==> config.mk <==
export PLATFORM = sky130hd
export DESIGN_NAME = dmem_store_buffer
export DESIGN_NICKNAME = d
export VERILOG_FILES = /design/src/rtl/dmem_sb_pkg.sv /design/src/rtl/sb_match_find.sv /design/src/rtl/dmem_store_buffer.sv
export SDC_FILE = /design/constraint.sdc
export NUM_CORES = 1
export LEC_CHECK = 0
export ABC_AREA = 1
export CAP_MARGIN = 20
export CORE_ASPECT_RATIO = 1.75
export CORE_MARGIN = 3
export CORE_UTILIZATION = 23
export DETAILED_ROUTE_END_ITERATION = 8
export PLACE_DENSITY = 0.45
export SLEW_MARGIN = 20
export SYNTH_ARGS = -nofsm -noshare
export SYNTH_HDL_FRONTEND = slang
export SYNTH_SLANG_ARGS = --single-unit
==> constraint.sdc <==
create_clock -name clk -period 3 [get_ports clk]
set_input_delay 0.6 -clock clk [delete_from_list [all_inputs] [get_ports clk]]
set_output_delay 0.6 -clock clk [all_outputs]
set_load 0.1 [all_outputs]
==> src/rtl/dmem_sb_pkg.sv <==
// Shared types and defaults for the Dmem posted-write store buffer.
// The entry layout follows SB_ADDR_W/SB_DATA_W; instances use these widths.
package dmem_sb_pkg;

    localparam int SB_ADDR_W = 14;
    localparam int SB_DATA_W = 32;

    typedef struct packed {
        logic                 valid;
        logic [SB_ADDR_W-1:2] addr;
        logic [SB_DATA_W-1:0] data;
    } sb_entry_t;

    function automatic int ptr_w(input int depth);
        return (depth > 1) ? $clog2(depth) : 1;
    endfunction

endpackage

==> src/rtl/sb_match_find.sv <==
// Word-address compare of a load against every buffered store, plus a
// youngest-match priority encoder walking entries in age order from head.
module sb_match_find
    import dmem_sb_pkg::*;
#(
    parameter  int DEPTH  = 4,
    parameter  int ADDR_W = SB_ADDR_W,
    localparam int PW     = ptr_w(DEPTH)
) (
    input  logic                         en,
    input  logic [DEPTH-1:0]             ent_valid,
    input  logic [DEPTH-1:0][ADDR_W-3:0] ent_addr,
    input  logic [PW-1:0]                head,
    input  logic [ADDR_W-3:0]            addr,
    output logic                         hit,
    output logic [PW-1:0]                index,
    output logic                         any_match
);

    logic [DEPTH-1:0] match;
    logic [PW-1:0]    slot;

    always_comb begin
        for (int i = 0; i < DEPTH; i++) begin
            match[i] = ent_valid[i] && (ent_addr[i] == addr);
        end
    end

    assign any_match = |match;
    assign hit       = en && any_match;

    // Later (younger) matches overwrite earlier ones as we walk away from head.
    always_comb begin
        index = head;
        slot  = head;
        for (int k = 0; k < DEPTH; k++) begin
            slot = head + PW'(k);
            if (match[slot]) begin
                index = slot;
            end
        end
    end

endmodule

==> src/rtl/dmem_store_buffer.sv <==
// Posted-write store buffer sharing one Dmem port between in-order drains and loads.
// Define DMEM_SB_FORWARD_EN to forward buffered data to matching loads instead of stalling them.
module dmem_store_buffer
    import dmem_sb_pkg::*;
#(
    parameter int DEPTH  = 4,
    parameter int ADDR_W = SB_ADDR_W,
    parameter int DATA_W = SB_DATA_W
) (
    input  logic              clk,
    input  logic              rst,
    input  logic              st_valid,
    input  logic [ADDR_W-1:0] st_addr,
    input  logic [DATA_W-1:0] st_data,
    output logic              st_ready,
    input  logic              ld_req,
    input  logic [ADDR_W-1:0] ld_addr,
    output logic              ld_ready,
    output logic              ld_valid,
    output logic [DATA_W-1:0] ld_data,
    output logic              mem_we,
    output logic              mem_re,
    output logic [ADDR_W-1:0] mem_addr,
    output logic [DATA_W-1:0] mem_wdata,
    input  logic [DATA_W-1:0] mem_rdata,
    output logic              empty
);

    localparam int            PW       = ptr_w(DEPTH);
    localparam int            CW       = PW + 1;
    localparam logic [CW-1:0] FULL_CNT = CW'(DEPTH);

`ifdef DMEM_SB_FORWARD_EN
    localparam bit FWD_EN = 1'b1;
`else
    localparam bit FWD_EN = 1'b0;
`endif

    sb_entry_t                    entries [DEPTH];
    logic [PW-1:0]                head;
    logic [PW-1:0]                tail;
    logic [CW-1:0]                count;
    logic                         full;
    logic                         push;
    logic                         pop;
    logic                         ld_fire;
    logic                         fwd_sel;
    logic [DEPTH-1:0]             ent_valid;
    logic [DEPTH-1:0][ADDR_W-3:0] ent_addr;
    logic                         match_hit;
    logic                         match_any;
    logic [PW-1:0]                match_idx;
    logic                         unused_addr_bits;

    assign full             = (count == FULL_CNT);
    assign empty            = (count == '0);
    assign st_ready         = !full;
    assign push             = st_valid && st_ready;
    assign ld_fire          = ld_req && ld_ready;
    assign unused_addr_bits = ^{st_addr[1:0], ld_addr[1:0]};

    always_comb begin
        for (int i = 0; i < DEPTH; i++) begin
            ent_valid[i] = entries[i].valid;
            ent_addr[i]  = entries[i].addr;
        end
    end

    sb_match_find #(
        .DEPTH  (DEPTH),
        .ADDR_W (ADDR_W)
    ) u_match (
        .en        (ld_req),
        .ent_valid (ent_valid),
        .ent_addr  (ent_addr),
        .head      (head),
        .addr      (ld_addr[ADDR_W-1:2]),
        .hit       (match_hit),
        .index     (match_idx),
        .any_match (match_any)
    );

    // NOTE: every output of this block is given a default first, so no branch can infer a latch.
    always_comb begin
        pop       = 1'b0;
        ld_ready  = 1'b0;
        fwd_sel   = 1'b0;
        mem_we    = 1'b0;
        mem_re    = 1'b0;
        mem_addr  = '0;
        mem_wdata = '0;

        if (full) begin
            pop = 1'b1;
        end else if (ld_req) begin
            if (!match_any) begin
                ld_ready = 1'b1;
                mem_re   = 1'b1;
                mem_addr = {ld_addr[ADDR_W-1:2], 2'b00};
            end else if (FWD_EN) begin
                ld_ready = 1'b1;
                fwd_sel  = match_hit;
                pop      = 1'b1;
            end else begin
                // A stalled load yields the port so its matching entries can drain.
                pop = 1'b1;
            end
        end else if (!empty) begin
            pop = 1'b1;
        end

        if (pop) begin
            mem_we    = 1'b1;
            mem_addr  = {entries[head].addr, 2'b00};
            mem_wdata = entries[head].data;
        end
    end

    // NOTE: state uses non-blocking assignments so every flop updates from pre-edge values.
    always_ff @(posedge clk or negedge rst) begin
        if (!rst) begin
            head     <= '0;
            tail     <= '0;
            count    <= '0;
            ld_valid <= 1'b0;
            ld_data  <= '0;
            // NOTE: the array is tiny, so payload is reset with valid to keep drain data deterministic.
            for (int i = 0; i < DEPTH; i++) begin
                entries[i] <= '0;
            end
        end else begin
            if (push) begin
                entries[tail] <= '{valid: 1'b1, addr: st_addr[ADDR_W-1:2], data: st_data};
                tail          <= tail + PW'(1);
            end
            if (pop) begin
                entries[head].valid <= 1'b0;
                head                <= head + PW'(1);
            end
            case ({push, pop})
                2'b10:   count <= count + CW'(1);
                2'b01:   count <= count - CW'(1);
                default: count <= count;
            endcase

            ld_valid <= ld_fire;
            if (ld_fire) begin
                ld_data <= fwd_sel ? entries[match_idx].data : mem_rdata;
            end
        end
    end

endmodule
==> results of run 1 <==
==> final timing paths <==
kind                                          endpoint  slack [ns]  depth (start not counted)
max in group asynchronous                    async pin        2.12                          2
worst min-delay path                         async pin       -0.02                          1
worst max register to register    count[2]$_DFFE_PN0P_        0.45                         16
worst max-delay path                       mem_addr[9]      -0.007                         16
worst min register to register  ld_data[1]$_DFFE_PN0P_        0.48                          2
min in group clk                ld_data[1]$_DFFE_PN0P_        0.48                          2
==> cell families after synthesis <==
family                     Yosys count
and+or+nand+nor                    589
AOI/OAI and AO/OA                  339
buffers and inverters              226
DFF                                220
xor gates and xnor gates            13
adders and majority gates           10
other                                1
==> stage by stage <==
stage | setup WS (ns) | TNS (ns) | instance area (sq um) | instances | hold slack [ns]
3_5_place_dp | -0.532 | -20.65 | 13800 | 2122 | 0.466
5_1_grt | -0.148 | -4.13 | 15200 | 2191 | 0.0452
2_1_floorplan | -0.453 | -5.29 | 10800 | 1399 | 0.304
4_1_cts | -0.0557 | -0.929 | 15000 | 2179 | 0.0524
6_report | -0.00714 | -0.0100 | 15200 | 2191 | -0.0151
3_3_place_gp | -0.552 | -21.68 | 13800 | 2122 | 0.461
==> repair_timing <==
action,CTS,global route
buffers inserted,11,13
gates resized for setup,80,46
hold buffers,0,0
endpoints found under the setup margin,47,47
pin swaps,19,37
cloned,3,0
==> cell usage after synthesis <==
master    count
a21oi_1      27
buf_1         1
buf_2        29
buf_4         8
buf_6         3
clkbuf_1     42
clkinv_1      2
conb_1        1
dfrtp_1     220
fa_1          1
ha_1          9
inv_1       126
inv_2        14
inv_4         1
nand2_1     431
nand2_2       4
nand2_4       1
nand3_1      24
nor2_1      125
nor2_2        1
nor3_1        2
o211ai_1      2
o21ai_0     271
o21ai_1       6
o21bai_2      1
o22ai_1      32
or2_0         1
xnor2_1      10
xor2_1        3
==> area by class of cell <==
class / instances / area (sq um)
clock buffer: 33 / 736
clock inverter: 11 / 119
fill: 4864 / 30800
inverter: 143 / 544
multi-input combinational: 954 / 4700
sequential: 220 / 5510
tap: 583 / 729
timing repair buffer: 246 / 2890
timing repair inverter: 1 / 8.76
==> critical path: stages <==
cell and delay [ns]:
dlygate4sd2_1 0.26, buf_4 0.14, nand2_1 0.06, nand2_1 0.06, nor2_2 0.16, nand2_1 0.08, nor2_1 0.10, nand2_1 0.09
buf_4 0.14, inv_2 0.06, nor2_4 0.05, nand2_4 0.12, buf_12 0.13, nand3_1 0.07, nand2_2 0.10, buf_12 0.17
==> layer usage <==
metal  GRT usage [%]  vias up  share of wire, %
met2            27.7      213                54
met3            1.83       40               3.9
li1                -     4800                 -
met1            16.2     4515                40
met5               0        -                 0
met4            3.99        0               2.5
==> results.cfg, run 1 <==
[run_status]
status = finished, violations left
violations = hold timing, setup timing

[routing]
routed_via_density = 4.37
wl_per_cell_microns = 16.2
route.detailed.drc = 0
drt-total-wl_microns = 35500
drt_iter0_drc = 414
postRouteAntennaNets = 0
first_pass_iters = 5
vias = 9568

[setup_path]
path_max_fanout = 7
start_kind = primary input
end_kind = output pin
cp.required_ns = 2.40
worstSetupPathType = primary input to output pin
startpoint = ld_addr[9]
cp_data_arrival_time_ns = 2.41

[timing]
setup_viol = 2
period_share_pct = 100
fin_worst_skew_ns = 0.0176
rsz0062_at_grt = true
hold_viol = 1
fmax_ghz = 0.333
setup_ws_ns = -0.00714
min_period_ns = 3.01
slew_viol_final = 0
maxSlewHeadroom_pct = 49.7
worst_pin_slew_ns = 0.755
holdWs_ns = -0.0151

[global_routing]
grt_first_pass_wirelength_microns = 56000
overflow = 0
antenna_found_initial = 0
grt_max_degree = 83
grtUsageTotal_pct = 14.3
grt_pass1_vias = 9975

[cts]
clkLatencyLatePin_ns = 0.55
htreeDepth = 1
root_buffer = clkbuf_16
cts_tree = yes
clkTransAtPathRegs_ns = 0.06
clockBufferDepth = 3
cts.sinks = 220
cts_buffers = 25

[layout]
final_cell_mix = 405 x nand2_1, 269 x o21ai_0, 217 x dfrtp_1
fin_util_pct = 33.1
antenna_cells = 0
final_common_cell = nand2_1
drive_gt1_share_pct = 19.8
areaGrowthSynthToFinish_pct = 42.2
layout.nets = 1697

[logic_synthesis]
synth_adder_area_share_pct = 1.24
synth_area_sq_um = 10700
syn_inst = 1398
yosysTopAreaCellShare_pct = 51.4
post_synth_num_cell_types = 29
muxShareOfSynthArea_pct = 0
seq_area_frac_synth_pct = 51.4
synth_top_area_cell = dfrtp_1
ys_ff_latch = 220
ys_warn_count = 0
synth_area_leaders = dfrtp_1 51%, nand2_1 15%, o21ai_0 13%, inv_1 4.4%, nor2_1 4.4%
synth_top_family_by_area = simple AND/OR/NAND/NOR gates
synthSimpleGateAreaFrac_pct = 21.2
synth_compound_area_share_pct = 16.3
postSynthAreaPerCell_sq_um = 7.66
synthXorXnorAreaFrac_pct = 1.06

[placement]
gp_congestion = 0.848
port_buffers = 173
dp_hpwl_microns = 24100

[min_path]
hp-class = primary input to async pin

[floorplanning]
core-area_sq_um = 46100
dieArea_sq_um = 49300
dieHeight_microns = 291
ios = 180
die_x_microns = 169
num_rows = 104
initial_core_util_pct = 23.2

[job]
maxCapViolations = 0
Power of run 1 is not shown: default switching activity piles up to over one toggle a cycle in this logic, so the estimate is an artifact.
==> inputs of run 2 (changes only) <==
CORE_UTILIZATION = 50   (was 23)
CTS_BUF_LIST = sky130_fd_sc_hd__clkbuf_2 sky130_fd_sc_hd__clkbuf_4 sky130_fd_sc_hd__clkbuf_8   (was default)
PLACE_DENSITY = 0.8   (was 0.45)
==> run 2 against run 1 <==
  * Critical path depth down 2
  * Highest routed layer unchanged
  * Worst hold slack gained 0.092 ns
  * Core utilization is 36 points higher
  * Clock skew up 0.0061 ns
  * Critical endpoint is now mem_we
  * Routed wire length is 14% lower
  * Design area down 4.1%
  * The flow now finishes without violations
  * Cell count fell by 14%
  * Register-to-register slack worse by 0.15 ns
  * Global-route usage up 12 points
==> results.cfg, run 2 (synthesis gave the netlist of run 1 again) <==
[min_path]
hp-class = primary input to async pin

[layout]
final_common_cell = nand2_1
areaGrowthSynthToFinish_pct = 36.4
seqCellArea_sq_um = 5510
antenna_cells = 0
drive_gt1_share_pct = 20.3
final_area_sq_um = 14600
multi_input_area_sq_um = 4680
final_cell_mix = 404 x nand2_1, 270 x o21ai_0, 218 x dfrtp_1
fin_cells = 1875
layout.nets = 1705
fillers = 1575

[floorplanning]
ios = 180
core-area_sq_um = 21000
dieHeight_microns = 200
dieArea_sq_um = 23300
num_rows = 70
initial_core_util_pct = 50.9
die_x_microns = 117

[timing]
period_share_pct = 99.8
slew_viol_final = 0
setup_ws_ns = 0.00578
hold_viol = 0
holdWs_ns = 0.0767
worst_pin_slew_ns = 0.599
min_period_ns = 2.99
fmax_ghz = 0.334
fin_worst_skew_ns = 0.0238
maxSlewHeadroom_pct = 60.1
rsz0062_at_grt = true
setup_viol = 0

[routing]
drt_iter0_drc = 610
routed_via_density = 5.45
wl_met2_microns = 16100
route.detailed.drc = 0
vias = 10226
highest_layer = met4
drt-total-wl_microns = 30700
route.met3.wl_microns = 1950
met1_length_microns = 11100
first_pass_iters = 5
wl_per_cell_microns = 16.4
postRouteAntennaNets = 0

[cts]
cts_tree = yes
clkLatencyLatePin_ns = 0.52
clockBufferDepth = 3
cts.sinks = 220
htreeDepth = 2
root_buffer = clkbuf_8
clkTransAtPathRegs_ns = 0.07
cts_buffers = 34

[global_routing]
grt_max_degree = 111
antenna_found_initial = 0
grt_pass1_vias = 10237
overflow = 0
grtUsageTotal_pct = 25.9
grt_first_pass_wirelength_microns = 48700

[placement]
gp_congestion = 0.963
placed_area_sq_um = 13400
dp_hpwl_microns = 19800
port_buffers = 173
pre_cts_ws_ns = -0.378
dp_cells = 1792

[setup_path]
path_max_fanout = 8
rrSetupSlack_ns = 0.30
rr_endpoint = count[2]$_DFFE_PN0P_
cp.required_ns = 2.40
r2r_cells = 18
cp_data_arrival_time_ns = 2.39
worstSetupPathType = register to output pin
start_kind = register
end_kind = output pin

[run_status]
status = finished, final reports clean

[job]
maxCapViolations = 0
run 2: area by class of cell:
cell class	count	share of cell area, %
sequential	220	37.7
multi-input combinational	955	32.0
timing repair buffer	244	19.4
clock buffer	52	4.39
inverter	143	3.78
tap	252	2.16
clock inverter	8	0.497
timing repair inverter	1	0.0600
run 2: per-layer routing:
| metal | track usage, % | up-vias |
|---|---|---|
| met4 | 12.7 | 0 |
| li1 | - | 4835 |
| met2 | 47.2 | 428 |
| met1 | 28.7 | 4848 |
| met3 | 4.06 | 115 |
| met5 | 0 | - |
run 2: what timing repair did:
item | in CTS | in global routing
setup endpoints to repair | 47 | 47
hold buffers | 0 | 0
gates cloned | 1 | 4
buffers inserted | 6 | 12
pin swaps | 8 | 31
resized for setup | 67 | 62
run 2: per-stage QoR:
| step | utilization [%] | setup TNS, ns |
|---|---|---|
| 2_1_floorplan | - | -5.29 |
| 3_3_place_gp | 63.5 | -14.70 |
| 3_5_place_dp | 63.5 | -16.15 |
| 4_1_cts | 68.2 | 0 |
| 5_1_grt | 69.5 | -2.79 |
| 6_report | 69.5 | 0 |
run 2: how the worst max path moves through the flow:
stage	endpoint
final	mem_we
after global routing	mem_wdata[22]
after global placement	mem_addr[10]
after floorplan	mem_wdata[10]
after CTS	mem_addr[10]
after detailed placement	count[2]$_DFFE_PN0P_
run 2: worst max-delay path: stages (launching register included):
cell      delay, ns
dfrtp_1        0.41
inv_1          0.10
nand2_1        0.07
nand2_1        0.09
nor2_1         0.06
nand2_1        0.06
nor2_1         0.04
nand2_1        0.12
nand3_2        0.12
o21bai_4       0.17
buf_12         0.18
buf_4          0.14
inv_2          0.03
buf_4          0.13
buf_12         0.15
Power of run 2 is left out for the same reason.
==> RTL change 1: new RTL, config.mk and constraints of run 2 <==
`SB_DATA_W`: 32 -> 48.
--- a/src/rtl/dmem_sb_pkg.sv
+++ b/src/rtl/dmem_sb_pkg.sv
@@ -3,7 +3,7 @@
 package dmem_sb_pkg;
 
     localparam int SB_ADDR_W = 14;
-    localparam int SB_DATA_W = 32;
+    localparam int SB_DATA_W = 48;
 
     typedef struct packed {
         logic                 valid;
Ports: changed (resized ld_data, mem_rdata, mem_wdata and st_data); port bits go from 180 to 244. The function was not compared with the original's and may differ.
==> RTL change 1 against run 2 <==
Die area up 32%. Routed wire length increased by 37%. Worst setup slack got worse by 0.13 ns. The flow now finishes with violations (negative setup slack). Critical path depth decreased by 1. Sequential cell count is 80 higher. Synthesized area increased by 33%. Final area is 35% higher. Maximum frequency down 4.0%. First-iteration DRC count is 80% higher. Hold slack gained 0.40 ns.
Power is left out: the tool's default activity adds up to more than one toggle a clock period on the data nets, which glitch-free logic cannot reach.
==> RTL change 1: results (changes against run 2) <==
| Metric | Value |
|---|---|
| Root buffer cell | `clkbuf_8 (unchanged)` |
| Layout cells sized above 1 | `0.2051 (was 0.2027)` |
| Largest net degree at the start of global routing | `79 (was 111)` |
| Sequential area share after synthesis | `0.5251 (was 0.5141)` |
| Via Count | `13350 (was 10230)` |
| Crit-path max FO | `5 (was 8)` |
| Setup Slack @ Placement | `-0.4735 ns (was -0.3781 ns)` |
| Drt initial violations | `1100 (was 610)` |
| Post-synth ARST share | `1.000 (unchanged)` |
| Dpl hpwl | `27040 um (was 19820 um)` |
| Clock transition at path regs | `0.06 ns` |
| Area share of fa/ha/maj cells after synthesis | `0.009277 (was 0.01238)` |
| Htree depth | `2 (unchanged)` |
| Internal reg-to-reg setup slack | `0.41 ns (was 0.30 ns)` |
| Hold Path Cell Cnt | `2` |
| Reg2Reg Depth | `17 (was 18)` |
| Rel. slew slack | `0.5960 (was 0.6008)` |
| GRT Resource Usage Total | `0.2727 (was 0.2587)` |
| CP Class | `flop to output port (unchanged)` |
| Synth cell types | `32 (was 29)` |
| CTS buffer count | `42 (was 34)` |
| TNS Setup | `-2.997 ns (was 0 ns)` |
| Initial antenna violation count | `3 (was 0)` |
| 1st-pass router iterations | `6 (was 5)` |
| Total Nets Final | `2217 (was 1705)` |
| Failing checks | `negative setup slack` |
| Layout filler cell count | `2116 (was 1575)` |
| Worst setup endpoint | `mem_wdata[1] (was mem_we)` |
| Top area cells in the synthesized netlist | `dfrtp_1 (53%), nand2_1 (14%), o21ai_0 (13%), nor2_1 (4.5%), inv_1 (4.3%) (was dfrtp_1 (51%), nand2_1 (15%), o21ai_0 (13%), inv_1 (4.4%), nor2_1 (4.4%))` |
| Top layer in use | `met5 (was met4)` |
| Main synth FF type | `dfrtp_1 (unchanged)` |
| Final WS setup | `-0.1193 ns (was 0.005782 ns)` |
| Synth Area in Compound Gates | `0.1656 (was 0.1632)` |
| Length of routed met2 wiring | `21610 um (was 16110 um)` |
| Clock buffer depth | `3 (unchanged)` |
| CP arrival | `2.52 ns (was 2.39 ns)` |
| IO buf count | `237 (was 173)` |
| Hold WC Path Type | `flop to flop (was input port to asynchronous set/reset pin)` |
| Commonest cells in the netlist | `nand2_1 (532), o21ai_0 (370), dfrtp_1 (300) (was nand2_1 (431), o21ai_0 (271), dfrtp_1 (220))` |
| Synth Area in XOR/XNOR | `0.004288 (was 0.01063)` |
| Clk Latency, worst-skew pair | `0.57 ns (was 0.52 ns)` |
| Worst Hold Slack | `0.4813 ns (was 0.07674 ns)` |
| Met3 wire len | `2587 um (was 1949 um)` |
| Vias in the first global route | `13570 (was 10240)` |
| Total number of yosys warnings | `0 (unchanged)` |
| Outcome | `complete, but fails checks (was complete, no violations)` |
| First-pass GRT wire length | `67830 um (was 48660 um)` |
| Met1 WL | `15220 um (was 11100 um)` |
| Mux cell area share after synthesis | `0 (unchanged)` |
| Final setup fails | `61 (was 0)` |
| R2r endpoint | `count[2] (unchanged)` |
| Routed len/inst | `16.96 um (was 16.38 um)` |
| Routability Congestion | `0.9390 (was 0.9630)` |
| Clk_skew | `0.02059 ns (was 0.02376 ns)` |
[RTL change 1: metrics by stage]
step                      cells  instance area (um^2)
final                      2486                 19680
after global routing       2486                 19680
after CTS                  2472                 19500
after detailed placement   2374                 17770
after global placement     2374                 17770
after floorplan            1823                 14360
[RTL change 1: what timing repair did]
item,in CTS,in global routing
cloned,4,0
pin swaps,22,21
resized for setup,151,37
buffers inserted,19,13
hold buffers,1,0
hold endpoints to repair,46,0
endpoints found under the setup margin,63,63
[RTL change 1: critical path, stage by stage (launching register included)]
cell      delay, ns
dfrtp_2        0.44
nand2_1        0.11
o21ai_1        0.08
nor2_2         0.14
nand2_1        0.07
nor2_1         0.09
nand2_1        0.10
nand3_2        0.09
o21bai_4       0.09
buf_4          0.17
buf_12         0.14
buf_16         0.14
nor2_4         0.11
buf_12         0.18
[RTL change 1: kinds of logic after synthesis]
| logic type | Yosys count |
|---|---|
| xor+xnor | 7 |
| simple gates | 752 |
| fa+ha+maj | 10 |
| compound gates | 458 |
| other cells | 1 |
| flops | 300 |
| buf+inv | 294 |
[RTL change 1: area by class of cell]
| type | count | area (um^2) | share of cell area |
|---|---|---|---|
| Antenna cell | 2 | 5.005 | 0.0002543 |
| Timing Repair Buffer | 328 | 3930 | 0.1997 |
| Tap cell | 373 | 466.7 | 0.02371 |
| Multi-Input combinational cell | 1229 | 6078 | 0.3088 |
| Clock inverter | 9 | 153.9 | 0.007819 |
| Inverter | 178 | 688.2 | 0.03496 |
| Sequential cell | 300 | 7513 | 0.3817 |
| Clock buffer | 67 | 847.1 | 0.04304 |
[RTL change 1: per-layer routing]
metal	track usage	vias up
met4	0.1741	2
met1	0.3040	6314
li1	-	6297
met3	0.04707	148
met5	0	-
met2	0.4771	588
==> RTL change 2: new RTL, config.mk and constraints of run 2 <==
Without the edit above. Make the reset (`rst`) synchronous in one clocked block.
--- a/src/rtl/dmem_store_buffer.sv
+++ b/src/rtl/dmem_store_buffer.sv
@@ -117,7 +117,7 @@
     end
 
     // NOTE: state uses non-blocking assignments so every flop updates from pre-edge values.
-    always_ff @(posedge clk or negedge rst) begin
+    always_ff @(posedge clk) begin
         if (!rst) begin
             head     <= '0;
             tail     <= '0;
Formal check against the unedited RTL: differs if rst is asserted again (counterexample within 4 cycles, from zero or initial values and one cycle with rst low); with rst held inactive, the same outputs for 4 cycles.
==> RTL change 2 against run 2 <==
The run now ends with negative setup slack left. Worst setup slack lost 0.17 ns. Routed wire length fell by 4.9%. Critical path depth did not move. Synthesized area is 0.35% lower. Maximum frequency decreased by 5.4%. Via count shrank 10%. Final area decreased by 1.4%. Sequential cell count is 2 higher.
==> RTL change 2: results (changes against run 2) <==
| Metric | Value |
|---|---|
| Outcome | `complete, but fails checks (was complete, no violations)` |
| Failing checks | `negative setup slack` |
| Post-synthesis cell count | `1218 (was 1398)` |
| Met1 WL | `10130 um (was 11100 um)` |
| Post-synth ARST share | `0 (was 1.000)` |
| First-pass GRT wire length | `45860 um (was 48660 um)` |
| Routing usage on met2 | `0.4635 (was 0.4720)` |
| EDFF count, synth | `176 (was 0)` |
| Main synth FF type | `edfxtp_1 (was dfrtp_1)` |
| Final setup fails | `43 (was 0)` |
| Inst Count DP | `1633 (was 1792)` |
| Crit-path max FO | `8 (unchanged)` |
| CP arrival | `2.57 ns (was 2.39 ns)` |
| Dpl cell area | `0.01355 mm^2 (was 0.01335 mm^2)` |
| Routed len/inst | `17.18 um (was 16.38 um)` |
| Met3 Use GR | `0.03364 (was 0.04061)` |
| Drt initial violations | `697 (was 610)` |
| Length of routed met2 wiring | `15490 um (was 16110 um)` |
| Total Nets Final | `1524 (was 1705)` |
| Synth cell types | `34 (was 29)` |
| CP max stage delay | `0.44 ns (was 0.41 ns)` |
| Slowest stage cell, crit path | `edfxtp_1 (was dfrtp_1)` |
| Largest net degree at the start of global routing | `93 (was 111)` |
| Top area cells in the synthesized netlist | `edfxtp_1 (50%), nor2_1 (13%), dfxtp_1 (8.6%), o21ai_0 (6.1%), nand2_1 (5.2%) (was dfrtp_1 (51%), nand2_1 (15%), o21ai_0 (13%), inv_1 (4.4%), nor2_1 (4.4%))` |
| Crit-path leading delay family | `simple AND/OR/NAND/NOR gates (was buffers and inverters)` |
| Htree depth | `1 (was 2)` |
| Hold WC Path Type | `flop to flop (was input port to asynchronous set/reset pin)` |
| Layout filler cell count | `1546 (was 1575)` |
| Clk Latency, worst-skew pair | `0.58 ns (was 0.52 ns)` |
| GR Util met1 | `0.2751 (was 0.2869)` |
| Sequential area share after synthesis | `0.5815 (was 0.5141)` |
| CTS buffer count | `31 (was 34)` |
| Commonest cells in the netlist | `nor2_1 (369), edfxtp_1 (176), nand2_1 (147) (was nand2_1 (431), o21ai_0 (271), dfrtp_1 (220))` |
| Met3 wire len | `2134 um (was 1949 um)` |
| Routed wire length | `29190 um (was 30710 um)` |
| Layout cells sized above 1 | `0.2026 (was 0.2027)` |
| 1st-pass router iterations | `7 (was 5)` |
| TNS Setup | `-4.898 ns (was 0 ns)` |
| Slew @ Worst Pin | `1.053 ns (was 0.5987 ns)` |
| Clk_skew | `0.01542 ns (was 0.02376 ns)` |
| GRT Resource Usage Total | `0.2512 (was 0.2587)` |
| Routability Congestion | `0.9301 (was 0.9630)` |
| Initial antenna violation count | `0 (unchanged)` |
| Vias/cell | `5.394 (was 5.454)` |
| Dpl hpwl | `18920 um (was 19820 um)` |
| Vias in the first global route | `9366 (was 10240)` |
| Final WS setup | `-0.1651 ns (was 0.005782 ns)` |
-- RTL change 2: cell count changes after synthesis, sizes merged, moves of 12 or more --
cell | run 2 | this run
dfxtp | 0 | 46
edfxtp | 0 | 176
o22ai | 32 | 2
o21ai | 277 | 140
buf | 41 | 29
inv | 141 | 114
nand3 | 24 | 12
dfrtp | 220 | 0
nor3 | 2 | 46
nor2 | 126 | 371
nand2 | 436 | 150
a21oi | 27 | 67
-- RTL change 2: cell type report --
class / count / area share
Antenna cell: 1 / 0.0001737
Tap cell: 252 / 0.02189
Inverter: 116 / 0.03075
Sequential cell: 222 / 0.4309
Clock buffer: 54 / 0.04465
Clock inverter: 3 / 0.003214
Timing Repair Buffer: 240 / 0.1893
Multi-Input combinational cell: 811 / 0.2792
-- RTL change 2: cells by family (layout without fill, tap and decap cells) --
family,count (synthesis),after routing,synth area share
AND/OR/NAND/NOR,586,586,0.2190
flip-flops,222,222,0.5815
AO/OA/AOI/OAI,210,210,0.1095
buffers and inverters,186,413,0.07609
XOR/XNOR,7,7,0.005745
adder cells (fa/ha/maj),6,6,0.007738
other,1,3,0.0003514
-- RTL change 2: final timing paths --
| kind | slack [ns] | start | depth (start not counted) | end |
|---|---|---|---|---|
| worst max-delay path | -0.17 | entries[2][42] | 14 | mem_wdata[31] |
| worst min-delay path | 0.51 | ld_data[5] | 2 | ld_data[5] |
| worst max register to register | 0.33 | entries[2][42] | 17 | count[2] |
| worst min register to register | 0.51 | ld_data[5] | 2 | ld_data[5] |
-- RTL change 2: power breakdown --
group          total, mW  switching [mW]  internal, mW
clock               2.53            1.11          1.43
combinational       6.12            4.20          1.91
sequential          3.83           0.153          3.68
-- RTL change 2: timing repair --
action / CTS / global route
resized for setup: 30 / 13
setup buffers: 6 / 4
endpoints found under the setup margin: 47 / 47
pin swaps: 9 / 6
